$ cat config.mk
export PLATFORM = sky130hd
export DESIGN_NAME = store_narrow
export DESIGN_NICKNAME = d
export VERILOG_FILES = /design/src/rtl/store_narrow.sv
export SDC_FILE = /design/constraint.sdc
export NUM_CORES = 1
export LEC_CHECK = 0
export CORE_MARGIN = 3
export CORE_UTILIZATION = 40
export CTS_BUF_LIST = sky130_fd_sc_hd__clkbuf_4 sky130_fd_sc_hd__clkbuf_8 sky130_fd_sc_hd__clkbuf_16
export CTS_CLUSTER_SIZE = 40
export DETAILED_ROUTE_END_ITERATION = 10
export PLACE_DENSITY_LB_ADDON = 0.2
export REMOVE_ABC_BUFFERS = 1
export SYNTH_ARGS = -nofsm -noshare
export SYNTH_HDL_FRONTEND = slang
export SYNTH_SLANG_ARGS = --single-unit
$ cat constraint.sdc
create_clock -name clk -period 1.5 [get_ports clk]
set_input_delay 0.3 -clock clk [delete_from_list [all_inputs] [get_ports clk]]
set_output_delay 0.3 -clock clk [all_outputs]
set_load 0.01 [all_outputs]
$ cat src/rtl/store_narrow.sv
// Store narrowing unit: byte/half/word stores into word-only memory via RMW.
// Optional macro STORE_NARROW_BE_EN: byte-enable writes, no read phase.
module store_narrow (
    input  logic        clk,
    input  logic        rst_n,
    input  logic        start,
    input  logic [1:0]  size,
    input  logic [31:0] addr,
    input  logic [31:0] wdata,
    output logic        mem_req,
    output logic        mem_we,
    output logic [29:0] mem_addr,
    output logic [31:0] mem_wdata,
    output logic [3:0]  mem_be,
    input  logic [31:0] mem_rdata,
    input  logic        mem_ack,
    output logic        busy,
    output logic        done,
    output logic        err
);

    localparam logic [1:0] S_IDLE = 2'd0;
    localparam logic [1:0] S_RD   = 2'd1;
    localparam logic [1:0] S_WR   = 2'd2;
    localparam logic [1:0] S_DONE = 2'd3;

    logic [1:0]  state_q, state_d;
    logic [1:0]  lane_q, lane_d;
    logic        half_q, half_d;
    logic [15:0] data_q, data_d;
    logic        mem_req_q, mem_req_d;
    logic        mem_we_q, mem_we_d;
    logic [29:0] mem_addr_q, mem_addr_d;
    logic [31:0] mem_wdata_q, mem_wdata_d;
    logic [3:0]  mem_be_q, mem_be_d;
    logic        busy_q, busy_d;
    logic        done_q, done_d;
    logic        err_q, err_d;

    logic        bad;
    logic [31:0] merged;

    // Alignment/size legality of the incoming request
    always_comb begin
        bad = (size == 2'b11)
            | ((size == 2'b01) & addr[0])
            | ((size == 2'b10) & (|addr[1:0]));
    end

    // Replace the addressed lane(s) of the read word with the store data
    always_comb begin
        merged = mem_rdata;
        if (half_q) begin
            if (lane_q[1]) merged[31:16] = data_q;
            else           merged[15:0]  = data_q;
        end else begin
            case (lane_q)
                2'd0: merged[7:0]   = data_q[7:0];
                2'd1: merged[15:8]  = data_q[7:0];
                2'd2: merged[23:16] = data_q[7:0];
                2'd3: merged[31:24] = data_q[7:0];
            endcase
        end
    end

    // Next-state and next-output logic; every output comes from a flop
    always_comb begin
        state_d     = state_q;
        lane_d      = lane_q;
        half_d      = half_q;
        data_d      = data_q;
        mem_req_d   = mem_req_q;
        mem_we_d    = mem_we_q;
        mem_addr_d  = mem_addr_q;
        mem_wdata_d = mem_wdata_q;
        mem_be_d    = mem_be_q;
        busy_d      = busy_q;
        done_d      = 1'b0;
        err_d       = 1'b0;
        case (state_q)
            S_IDLE: begin
                if (start) begin
                    lane_d     = addr[1:0];
                    half_d     = (size == 2'b01);
                    data_d     = wdata[15:0];
                    mem_addr_d = addr[31:2];
                    busy_d     = 1'b1;
                    if (bad) begin
                        state_d = S_DONE;
                        done_d  = 1'b1;
                        err_d   = 1'b1;
                    end else if (size == 2'b10) begin
                        state_d     = S_WR;
                        mem_req_d   = 1'b1;
                        mem_we_d    = 1'b1;
                        mem_wdata_d = wdata;
                        mem_be_d    = 4'hF;
                    end else begin
`ifdef STORE_NARROW_BE_EN
                        state_d   = S_WR;
                        mem_req_d = 1'b1;
                        mem_we_d  = 1'b1;
                        if (size == 2'b00) begin
                            mem_wdata_d = {4{wdata[7:0]}};
                            mem_be_d    = 4'b0001 << addr[1:0];
                        end else begin
                            mem_wdata_d = {2{wdata[15:0]}};
                            mem_be_d    = addr[1] ? 4'b1100 : 4'b0011;
                        end
`else
                        state_d   = S_RD;
                        mem_req_d = 1'b1;
                        mem_we_d  = 1'b0;
                        mem_be_d  = 4'h0;
`endif
                    end
                end
            end
            S_RD: begin
                if (mem_ack) begin
                    state_d     = S_WR;
                    mem_we_d    = 1'b1;
                    mem_wdata_d = merged;
                    mem_be_d    = 4'hF;
                end
            end
            S_WR: begin
                if (mem_ack) begin
                    state_d   = S_DONE;
                    mem_req_d = 1'b0;
                    mem_we_d  = 1'b0;
                    mem_be_d  = 4'h0;
                    done_d    = 1'b1;
                end
            end
            default: begin
                state_d = S_IDLE;
                busy_d  = 1'b0;
            end
        endcase
    end

    // State, captured request and registered outputs
    always_ff @(posedge clk or negedge rst_n) begin
        if (!rst_n) begin
            state_q     <= S_IDLE;
            lane_q      <= 2'd0;
            half_q      <= 1'b0;
            data_q      <= 16'd0;
            mem_req_q   <= 1'b0;
            mem_we_q    <= 1'b0;
            mem_addr_q  <= 30'd0;
            mem_wdata_q <= 32'd0;
            mem_be_q    <= 4'h0;
            busy_q      <= 1'b0;
            done_q      <= 1'b0;
            err_q       <= 1'b0;
        end else begin
            state_q     <= state_d;
            lane_q      <= lane_d;
            half_q      <= half_d;
            data_q      <= data_d;
            mem_req_q   <= mem_req_d;
            mem_we_q    <= mem_we_d;
            mem_addr_q  <= mem_addr_d;
            mem_wdata_q <= mem_wdata_d;
            mem_be_q    <= mem_be_d;
            busy_q      <= busy_d;
            done_q      <= done_d;
            err_q       <= err_d;
        end
    end

    assign mem_req   = mem_req_q;
    assign mem_we    = mem_we_q;
    assign mem_addr  = mem_addr_q;
    assign mem_wdata = mem_wdata_q;
    assign mem_be    = mem_be_q;
    assign busy      = busy_q;
    assign done      = done_q;
    assign err       = err_q;

endmodule

# Word level (Yosys, flattened, before mapping)
# Cells that the tools add are included.
[op_classes]
mux = 40
bitwise = 5
reduce_logical = 13
n_eq_ne = 13
[ops]
columns = ["cell", "count"]
rows = [
  ["$mux W32", 5],
  ["$pmux W32 S2", 1],
  ["$mux W16", 2],
  ["$mux W8", 4],
  ["$mux W4", 5],
  ["$mux W1", 12],
  ["$pmux W4 S3", 1],
  ["$eq A2 B2 Y1 const B", 5],
  ["$mux W2", 5],
  ["$ne A2 B2 Y1 const B", 5],
  ["$reduce_and A5 Y1", 2],
  ["$eq A2 B1 Y1 const B", 3],
  ["$pmux W1 S2", 3],
  ["$pmux W2 S3", 1],
  ["$logic_not A2 Y1", 2],
  ["$reduce_and A2 Y1", 2],
  ["$reduce_and A4 Y1", 1],
  ["$reduce_bool A2 Y1", 2],
  ["$reduce_or A2 Y1", 2],
  ["$pmux W1 S3", 1],
  ["$reduce_and A3 Y1", 1],
  ["$reduce_bool A3 Y1", 1],
  ["$and A1 B1 Y1", 2],
  ["$or A1 B1 Y1", 2],
  ["$not A1 Y1", 1],
]
[totals]
in_bits = 102
regBits = 92
wordCells = 83
out_inout_bits = 71

# Logic depth before layout (Yosys ltp)
# Gate-level depths: netlist of the first run.
[logic_depth]
word_depth = 7
mapped_depth = 7
mapped_depth_nobuf = 6

# Least setup slack after synthesis of the first run
# No wires, ideal clock.
[synth_timing]
path_type = "reg-to-reg"
startpoint = "register state_q[0]"
endpoint = "register mem_be_q[2], in the netlist mem_be[2]"
n_path_buf = 0
period_less_slack_ns = 1.665
stages_incl_launch_ff = 7
setup_ns = 0.128
arrival_time_ns = 1.537
required_ns = 1.372
setup_slack_ns = -0.165
cell_sequence = "dfrtp_1 inv_1 ha_1 nand2b_1 o21ai_0 nor3_1 mux2_1"
[synth_via]
elab_chain_cells = 3
elab_cells_between_ends = 10
cone_classes = "eq/ne: 6; mux: 1; reduce/logical: 3"
[synth_lines]
columns = ["element", "line", "text"]
rows = [
  ["start, declared", "27", "logic [1:0] state_q, state_d;"],
  ["start signal, assigned", "159", "state_q <= state_d;"],
  ["$eq A2 B1 Y1, or another cell as far along", "80", "case (state_q)"],
  ["$ne A2 B2 Y1 (no line) / $reduce_bool A3 Y1 (equally long branches)", "-", ""],
  ["$reduce_and A5 Y1 (no line)", "-", ""],
  ["end signal, assigned", "167", "mem_be_q <= mem_be_d;"],
  ["end, declared", "35", "logic [3:0] mem_be_q, mem_be_d;"],
]
# Parallel ways exist; a longest one is shown, timed or not.
# A chain may end at the register's enable or synchronous reset.

# Final worst setup path of the first run
[layout_timing]
startpoint = "register state_q[0]"
endpoint = "register mem_wdata_q[15], in the netlist mem_wdata[15]"
[layout_via]
elab_chain_cells = 3
elab_cells_between_ends = 9
cone_classes = "eq/ne: 5; mux: 1; reduce/logical: 3"
[layout_lines]
columns = ["element", "line", "text"]
rows = [
  ["$eq A2 B1 Y1 / $logic_not A2 Y1 (equally long branches)", "80", ""],
  ["$ne A2 B2 Y1 (no line) / $reduce_bool A2 Y1 (equally long branches)", "-", ""],
  ["$reduce_and A5 Y1 (no line)", "-", ""],
  ["end signal, assigned", "166", "mem_wdata_q <= mem_wdata_d;"],
  ["end, declared", "34", "logic [31:0] mem_wdata_q, mem_wdata_d;"],
]
# Parallel ways exist; a longest one is shown, timed or not.

==> results of run 1 <==
timing repair:
item,CTS,global route
endpoints found under the setup margin,155,86
gates resized for setup,111,30
pin swaps,10,3
setup buffers,7,0
hold buffers,1,0
gates cloned,10,1
endpoints found under the hold margin,25,0
through the flow:
stage | util (%) | TNS, ns
6_report | 68.6 | -7.50
2_1_floorplan | - | -94.04
3_3_place_gp | 61.5 | -19.74
4_1_cts | 67.2 | -6.87
5_1_grt | 68.6 | -12.02
3_5_place_dp | 61.5 | -22.04
logic make-up (layout without fill, tap and decap cells):
family,count (synthesis),count (layout)
and+or+nand+nor,122,122
DFF,88,88
AOI/OAI and AO/OA,81,81
muxes,66,66
buffers and inverters,42,253
adders and majority gates,4,4
per-layer routing:
layer / vias up / GRT usage (%) / wire, um
li1: 1818 / - / -
met2: 178 / 39.0 / 6920
met1: 1881 / 25.6 / 5320
met4: 0 / 7.95 / 295
met5: - / 0 / 0
met3: 21 / 7.93 / 1390
power breakdown:
part | switching (W) | total (W) | internal, W | leakage (nW)
clock network | 0.000842 | 0.00169 | 0.000843 | 0.0993
registers | 0.000761 | 0.00434 | 0.00358 | 1.06
logic | 0.00448 | 0.00935 | 0.00487 | 2.14
worst max-delay path by stage:
stage / start / endpoint / slack (ns) / cells past startpoint
6_report: state_q[0] / mem_wdata[15] / -0.18 / 8
5_1_grt: state_q[0] / mem_be[2] / -0.25 / 6
4_1_cts: state_q[0] / mem_wdata[20] / -0.17 / 8
3_5_place_dp: size[0] / mem_wdata[16] / -0.44 / 5
3_3_place_gp: size[0] / mem_wdata[18] / -0.35 / 5
2_1_floorplan: state_q[1] / mem_wdata[15] / -1.59 / 5
area by class of cell:
| cell class | instances | area [um2] | share of cell area, % |
|---|---|---|---|
| Sequential cell | 88 | 2200 | 30.3 |
| Clock buffer | 12 | 153 | 2.10 |
| Tap cell | 136 | 170 | 2.34 |
| Multi-Input combinational cell | 273 | 2290 | 31.5 |
| Inverter | 15 | 56.3 | 0.774 |
| Timing Repair Buffer | 223 | 2360 | 32.4 |
| Clock inverter | 3 | 42.5 | 0.585 |
placed cells by master, fill, tap and decap left out, types with 17 or more instances in the layout:
| cell type | netlist | routed |
|---|---|---|
| buf_4 | 6 | 30 |
| clkdlybuf4s50_1 | 0 | 99 |
| dfrtp_1 | 88 | 88 |
| dlygate4sd2_1 | 0 | 69 |
| mux2_2 | 48 | 48 |
| nand2_1 | 52 | 29 |
| nand2b_1 | 27 | 27 |
| nor2_1 | 33 | 33 |
| o21ai_0 | 20 | 17 |
| o31ai_2 | 27 | 27 |
registers in the layout (all words and copies together), names as in the netlist, 2 cells and up:
register,cells
mem_addr,30
lane_q,2
state_q,2
data_q,16
mem_wdata,32
==> metrics.csv, run 1 <==
stage,metric,value,unit
outcome,failing checks,setup timing,
die,# rows,37,
logic_synthesis,Compound-Gate Fraction of Synth Area,15.7,%
finish,Syn-to-layout area delta,62.7,%
clock_tree,number of H-tree levels,3,
logic_synthesis,Simple-Gate Fraction of Synth Area,12.8,%
worst_setup_path,CP Cell Sequence,"buf_6, ha_4, mux2_4, o211ai_4, buf_12, clkbuf_16, nand2_2, o31ai_2",
finish,Non-Filler Instances,750,
logic_synthesis,Cell variety after synth,38,
logic_synthesis,"Seq/Total Area, Yosys",49.3,%
worst_setup_path,largest stage delay on the critical path,0.40,ns
logic_synthesis,Post-Syn Instances,403,
route,DRT antenna net count,0,
finish,Antenna Cells,0,
route,Via Count,3898,
logic_synthesis,Adder-Cell Fraction of Synth Area,1.12,%
pwr,P_leak,3.30,nW
logic_synthesis,yosys warns,0,
die,Die H,112,um
clock_tree,root buffer cell,clkbuf_8,
logic_synthesis,xor/xnor share of the synthesized area,0,%
placement,DP Cell Count,716,
worst_setup_path,RR Endpoint,mem_wdata[15],
pwr,total power after layout,0.0154,W
flow_run,max cap viols,0,
route,initial drt markers,169,
global_route,GR Util All Layers,22.5,%
finish,Layout fillers,847,
logic_synthesis,post-synth top area share,49.3,%
min_path,hold crit path type,input port to async pin,
clock_tree,clk sinks,88,
placement,Final Wtd Congestion,0.801,
logic_synthesis,top_reg_cell synth,dfrtp_1,
timing,crit path time final,1.68,ns
placement,PortBufs,172,
logic_synthesis,Yosys top cell by area,dfrtp_1,
logic_synthesis,post-synthesis cell area,4470,um2
worst_setup_path,crit start category,flip-flop,
timing,final hold violation count,0,
logic_synthesis,syn avg cell area,11.1,um2
clock_tree,CTS max path bufs,2,
worst_setup_path,CP required,1.76,ns
logic_synthesis,mux contribution to synthesized area,16.2,%
die,die area,12500,um2
timing,Worst Clk Skew,0.0153,ns
finish,layout cells sized above 1,30.8,%
worst_setup_path,worst r2r src,state_q[0],
worst_setup_path,Crit Path Max Fanout,8,
pwr,Peak VDD IR,1020,uV
die,Top Ports,173,
logic_synthesis,most common cell in the netlist,dfrtp_1,
worst_setup_path,"setup slack, reg-to-reg",-0.18,ns
pwr,PwrDens,2110,nW/um2
worst_setup_path,critical path class,flip-flop to flip-flop,
timing,Final WS setup,-0.183,ns
die,Initial Util,42.2,%
die,Core ar.,10600,um2
global_route,vias in the first global route,4340,
clock_tree,clock-pin slew on the worst setup and hold paths,0.10,ns
worst_setup_path,critical path data arrival time,1.95,ns
timing,fmax,0.594,GHz
worst_setup_path,crit path capture type,flip-flop,
global_route,pin count of the biggest net entering global routing,40,
placement,"Cell Area, Placed",6520,um2
logic_synthesis,"EDFF count, synth",0,
worst_setup_path,Slowest cell on crit path,dfrtp_1,
finish,final instance area,7270,um2
logic_synthesis,dominant cells by area after synthesis,"dfrtp_1, mux2_2, o31ai_2",
timing,RSZ-0062 raised after global routing,yes,
logic_synthesis,top post-synthesis cells by count,"dfrtp_1, nand2_1, mux2_2, nor2_1",
timing,worst slew pin tran,0.541,ns
route,drt wl/cell,18.6,um
placement,pre-CTS setup slack,-0.438,ns
worst_setup_path,Buf/Inv on CP,3,
global_route,first-pass GRT wire length,22200,um
die,die width,112,um
timing,Final Max Slew Viols,0,
logic_synthesis,asr flop ratio synth,100,%
worst_setup_path,Crit path max-delay family,buffers and inverters,
global_route,GRT Residual Overflow,0,
timing,final setup vio count,78,
clock_tree,cts bufs inserted,9,
route,Residual DRC,0,
placement,DP HPWL,9240,um
clock_tree,CTS tree,built,
route,routed wire length,13900,um
outcome,outcome,"finished, violations left",
timing,max_slew headroom,64.0,%
global_route,initial antenna violation count,0,
logic_synthesis,"FF+latch count, synth",88,
finish,fin nets,716,
route,Via density,5.20,
clock_tree,Clock Latency Late Sink,0.36,ns
logic_synthesis,largest family of logic cells by synthesized area,multiplexers,
worst_setup_path,cell count of the worst reg-to-reg path,8,
timing,hold_ws,0.392,ns
route,DR pass1 iterations,4,
timing,final period utilization,112,%
Note: power is estimated with default switching activity, not from simulation.
==> inputs of run 2 (changes only) <==
--- a/config.mk
+++ b/config.mk
@@ -5,8 +5,8 @@
 export SDC_FILE = /design/constraint.sdc
 export NUM_CORES = 1
 export LEC_CHECK = 0
-export CORE_MARGIN = 3
-export CORE_UTILIZATION = 40
+export CORE_MARGIN = 5
+export CORE_UTILIZATION = 45
 export CTS_BUF_LIST = sky130_fd_sc_hd__clkbuf_4 sky130_fd_sc_hd__clkbuf_8 sky130_fd_sc_hd__clkbuf_16
 export CTS_CLUSTER_SIZE = 40
 export DETAILED_ROUTE_END_ITERATION = 10
==> constraint.sdc (replaced) <==
create_clock -name clk -period 2 [get_ports clk]
set_input_delay 0.4 -clock clk [delete_from_list [all_inputs] [get_ports clk]]
set_output_delay 0.4 -clock clk [all_outputs]
set_load 0.01 [all_outputs]
==> run 2 against run 1 <==
Against the previous run: the flow now finishes without violations; highest routed layer unchanged; maximum frequency fell by 8.2%; clock power fell by 23%; routed wire length fell by 13%; combinational power fell by 40%; clock skew fell by 0.0050 ns; die area fell by 3.6%; largest power group unchanged; global-route usage fell by 2.1 points.
==> metrics.csv, run 2 (synthesis gave the netlist of run 1 again) <==
stage,metric,value,unit,change
route,Via Count,3642,,-6.6%
finish,Layout fillers,809,,-4.5%
route,routed wire length,12200,um,-13%
finish,Syn-to-layout area delta,47.4,%,
clock_tree,root buffer cell,clkbuf_8,,
route,initial drt markers,121,,-28%
timing,final setup vio count,0,,-100%
placement,PortBufs,172,,unchanged
clock_tree,Clock Latency Late Sink,0.35,ns,about the same
timing,max_slew headroom,65.2,%,+1.2 points
global_route,first-pass GRT wire length,18800,um,-16%
worst_setup_path,CP required,2.24,ns,+0.48 ns
min_path,Hold Path End,mem_wdata[16],,
global_route,initial antenna violation count,0,,unchanged
finish,Antenna Cells,0,,unchanged
worst_setup_path,RR Endpoint,state_q[0],,
timing,Final Max Slew Viols,0,,unchanged
outcome,outcome,"finished, final reports clean",,
finish,Largest register FFs,32,,unchanged
worst_setup_path,"setup slack, reg-to-reg",0.17,ns,+0.35 ns
finish,"most common cell after layout, fill and taps aside",clkdlybuf4s50_1,,
clock_tree,cts bufs inserted,9,,unchanged
worst_setup_path,cell count of the worst reg-to-reg path,7,,-1
timing,final period utilization,91.6,%,-21 points
clock_tree,number of H-tree levels,3,,unchanged
die,Top Ports,173,,unchanged
die,Initial Util,45.9,%,+3.8 points
clock_tree,CTS tree,built,,
clock_tree,post-CTS sizing,0,,-100%
timing,crit path time final,1.83,ns,+0.150 ns
pwr,PwrDens,1550,nW/um2,-27%
pwr,P_leak,2.80,nW,-15%
worst_setup_path,crit path capture type,flip-flop,,
worst_setup_path,crit start category,flip-flop,,
die,# rows,36,,-2.7%
die,die width,110,um,-1.8%
global_route,GRT Residual Overflow,0,,unchanged
min_path,hold_sp,mem_wdata[16],,
timing,fmax,0.546,GHz,-8.2%
worst_setup_path,critical path data arrival time,2.08,ns,+0.13 ns
placement,Final Wtd Congestion,0.838,,+4.5%
die,Core ar.,9730,um2,-8.2%
global_route,vias in the first global route,3745,,-14%
route,drt wl/cell,17.1,um,-8.1%
finish,final instance area,6590,um2,-9.4%
route,Residual DRC,0,,unchanged
finish,most frequent cells in the layout,"clkdlybuf4s50_1, dfrtp_1, nand2_1, mux2_2, nor2_1",,
worst_setup_path,worst r2r src,state_q[0],,
die,Die H,110,um,-1.8%
min_path,hold depth,2,,
global_route,GR Util All Layers,20.4,%,-2.1 points
finish,fin nets,681,,-4.9%
finish,Final Core Density,67.7,%,-0.89 points
clock_tree,clk sinks,88,,unchanged
min_path,hold crit path type,flip-flop to flip-flop,,
pwr,Peak VDD IR,835,uV,-18%
die,die area,12000,um2,-3.6%
finish,layout cells sized above 1,20.3,%,-10 points
worst_setup_path,Crit Path Max Fanout,5,,-3
route,Via density,5.11,,-1.7%
clock_tree,CTS max path bufs,2,,unchanged
global_route,pin count of the biggest net entering global routing,40,,unchanged
placement,"Cell Area, Placed",6370,um2,-2.2%
route,DR pass1 iterations,4,,unchanged
timing,RSZ-0062 raised after global routing,no,,
route,DRT antenna net count,0,,unchanged
clock_tree,clock-pin slew on the worst setup and hold paths,0.09,ns,about the same
worst_setup_path,critical path class,flip-flop to flip-flop,,
timing,Worst Clk Skew,0.0103,ns,-0.00500 ns
timing,final hold violation count,0,,unchanged
flow_run,max cap viols,0,,unchanged
placement,DP HPWL,9180,um,-0.59%
timing,worst slew pin tran,0.523,ns,-0.0181 ns
==> run 2: changes by cell type in the layout (fill, tap and decap cells not counted), sizes merged <==
cell and delta:
buf -31, clkdlybuf4s50 +72, clkdlybuf4s15 -3, bufbuf -3, clkinvlp -1, clkinv +1, dlygate4sd2 -69
==> run 2: routing by layer <==
metal | vias up | track usage, % | wire length, um
met5 | - | 0 | 0
met4 | 0 | 7.21 | 141
met1 | 1745 | 24.7 | 4910
li1 | 1745 | - | -
met3 | 11 | 8.75 | 1340
met2 | 141 | 32.6 | 5770
==> run 2: worst max-delay path by stage <==
stage	from	end	slack [ns]
3_5_place_dp	size[0]	mem_wdata[17]	-0.04
6_report	state_q[0]	state_q[0]	0.17
4_1_cts	state_q[0]	state_q[0]	0.17
3_3_place_gp	size[0]	mem_wdata[16]	0.05
2_1_floorplan	state_q[1]	mem_wdata[15]	-1.09
5_1_grt	state_q[1]	mem_wdata[15]	0.07
==> run 2: repair_timing <==
action	4_1_cts	5_1_grt
buffers inserted	0	0
hold buffers	1	0
endpoints found under the setup margin	0	0
hold endpoints to repair	28	0
==> run 2: through the flow <==
| stage | hold slack [ns] | total power [W] | TNS (ns) | cells | worst slack (ns) |
|---|---|---|---|---|---|
| 2_1_floorplan | 0.104 | 0.00632 | -51.54 | 376 | -1.09 |
| 3_3_place_gp | 0.366 | 0.00883 | 0 | 696 | 0.0548 |
| 3_5_place_dp | 0.369 | 0.00902 | -0.153 | 696 | -0.0386 |
| 4_1_cts | 0.493 | 0.0103 | 0 | 713 | 0.175 |
| 5_1_grt | 0.507 | 0.0109 | 0 | 713 | 0.0698 |
| 6_report | 0.489 | 0.0102 | 0 | 713 | 0.167 |
==> run 2: cell type report <==
class                           instances  area [um2]  share of cell area [%]
Clock buffer                           13         166                    2.53
Clock inverter                          3        40.0                   0.608
Inverter                               15        56.3                   0.855
Multi-Input combinational cell        273        2050                    31.1
Sequential cell                        88        2200                    33.4
Tap cell                              133         166                    2.53
Timing Repair Buffer                  188        1900                    28.9
==> run 2: power by group <==
part	internal [W]	total, W	switching (W)
clock network	0.000672	0.00130	0.000630
logic	0.00300	0.00564	0.00264
registers	0.00269	0.00328	0.000594
==> run 2: critical path, stage by stage, from the launching register on <==
cell,delay (ns)
dfrtp_1,0.42
inv_1,0.08
ha_1,0.28
nand2b_1,0.20
o21ai_0,0.18
buf_4,0.19
or3_1,0.31
o311ai_1,0.08
==> inputs of run 3 (changes only) <==
--- a/config.mk
+++ b/config.mk
@@ -5,6 +5,7 @@
 export SDC_FILE = /design/constraint.sdc
 export NUM_CORES = 1
 export LEC_CHECK = 0
+export CAP_MARGIN = 15
 export CORE_MARGIN = 5
 export CORE_UTILIZATION = 45
 export CTS_BUF_LIST = sky130_fd_sc_hd__clkbuf_4 sky130_fd_sc_hd__clkbuf_8 sky130_fd_sc_hd__clkbuf_16
==> results of run 3 <==
Same layout as run 2: the final DEF is identical, and so are final timing and power.
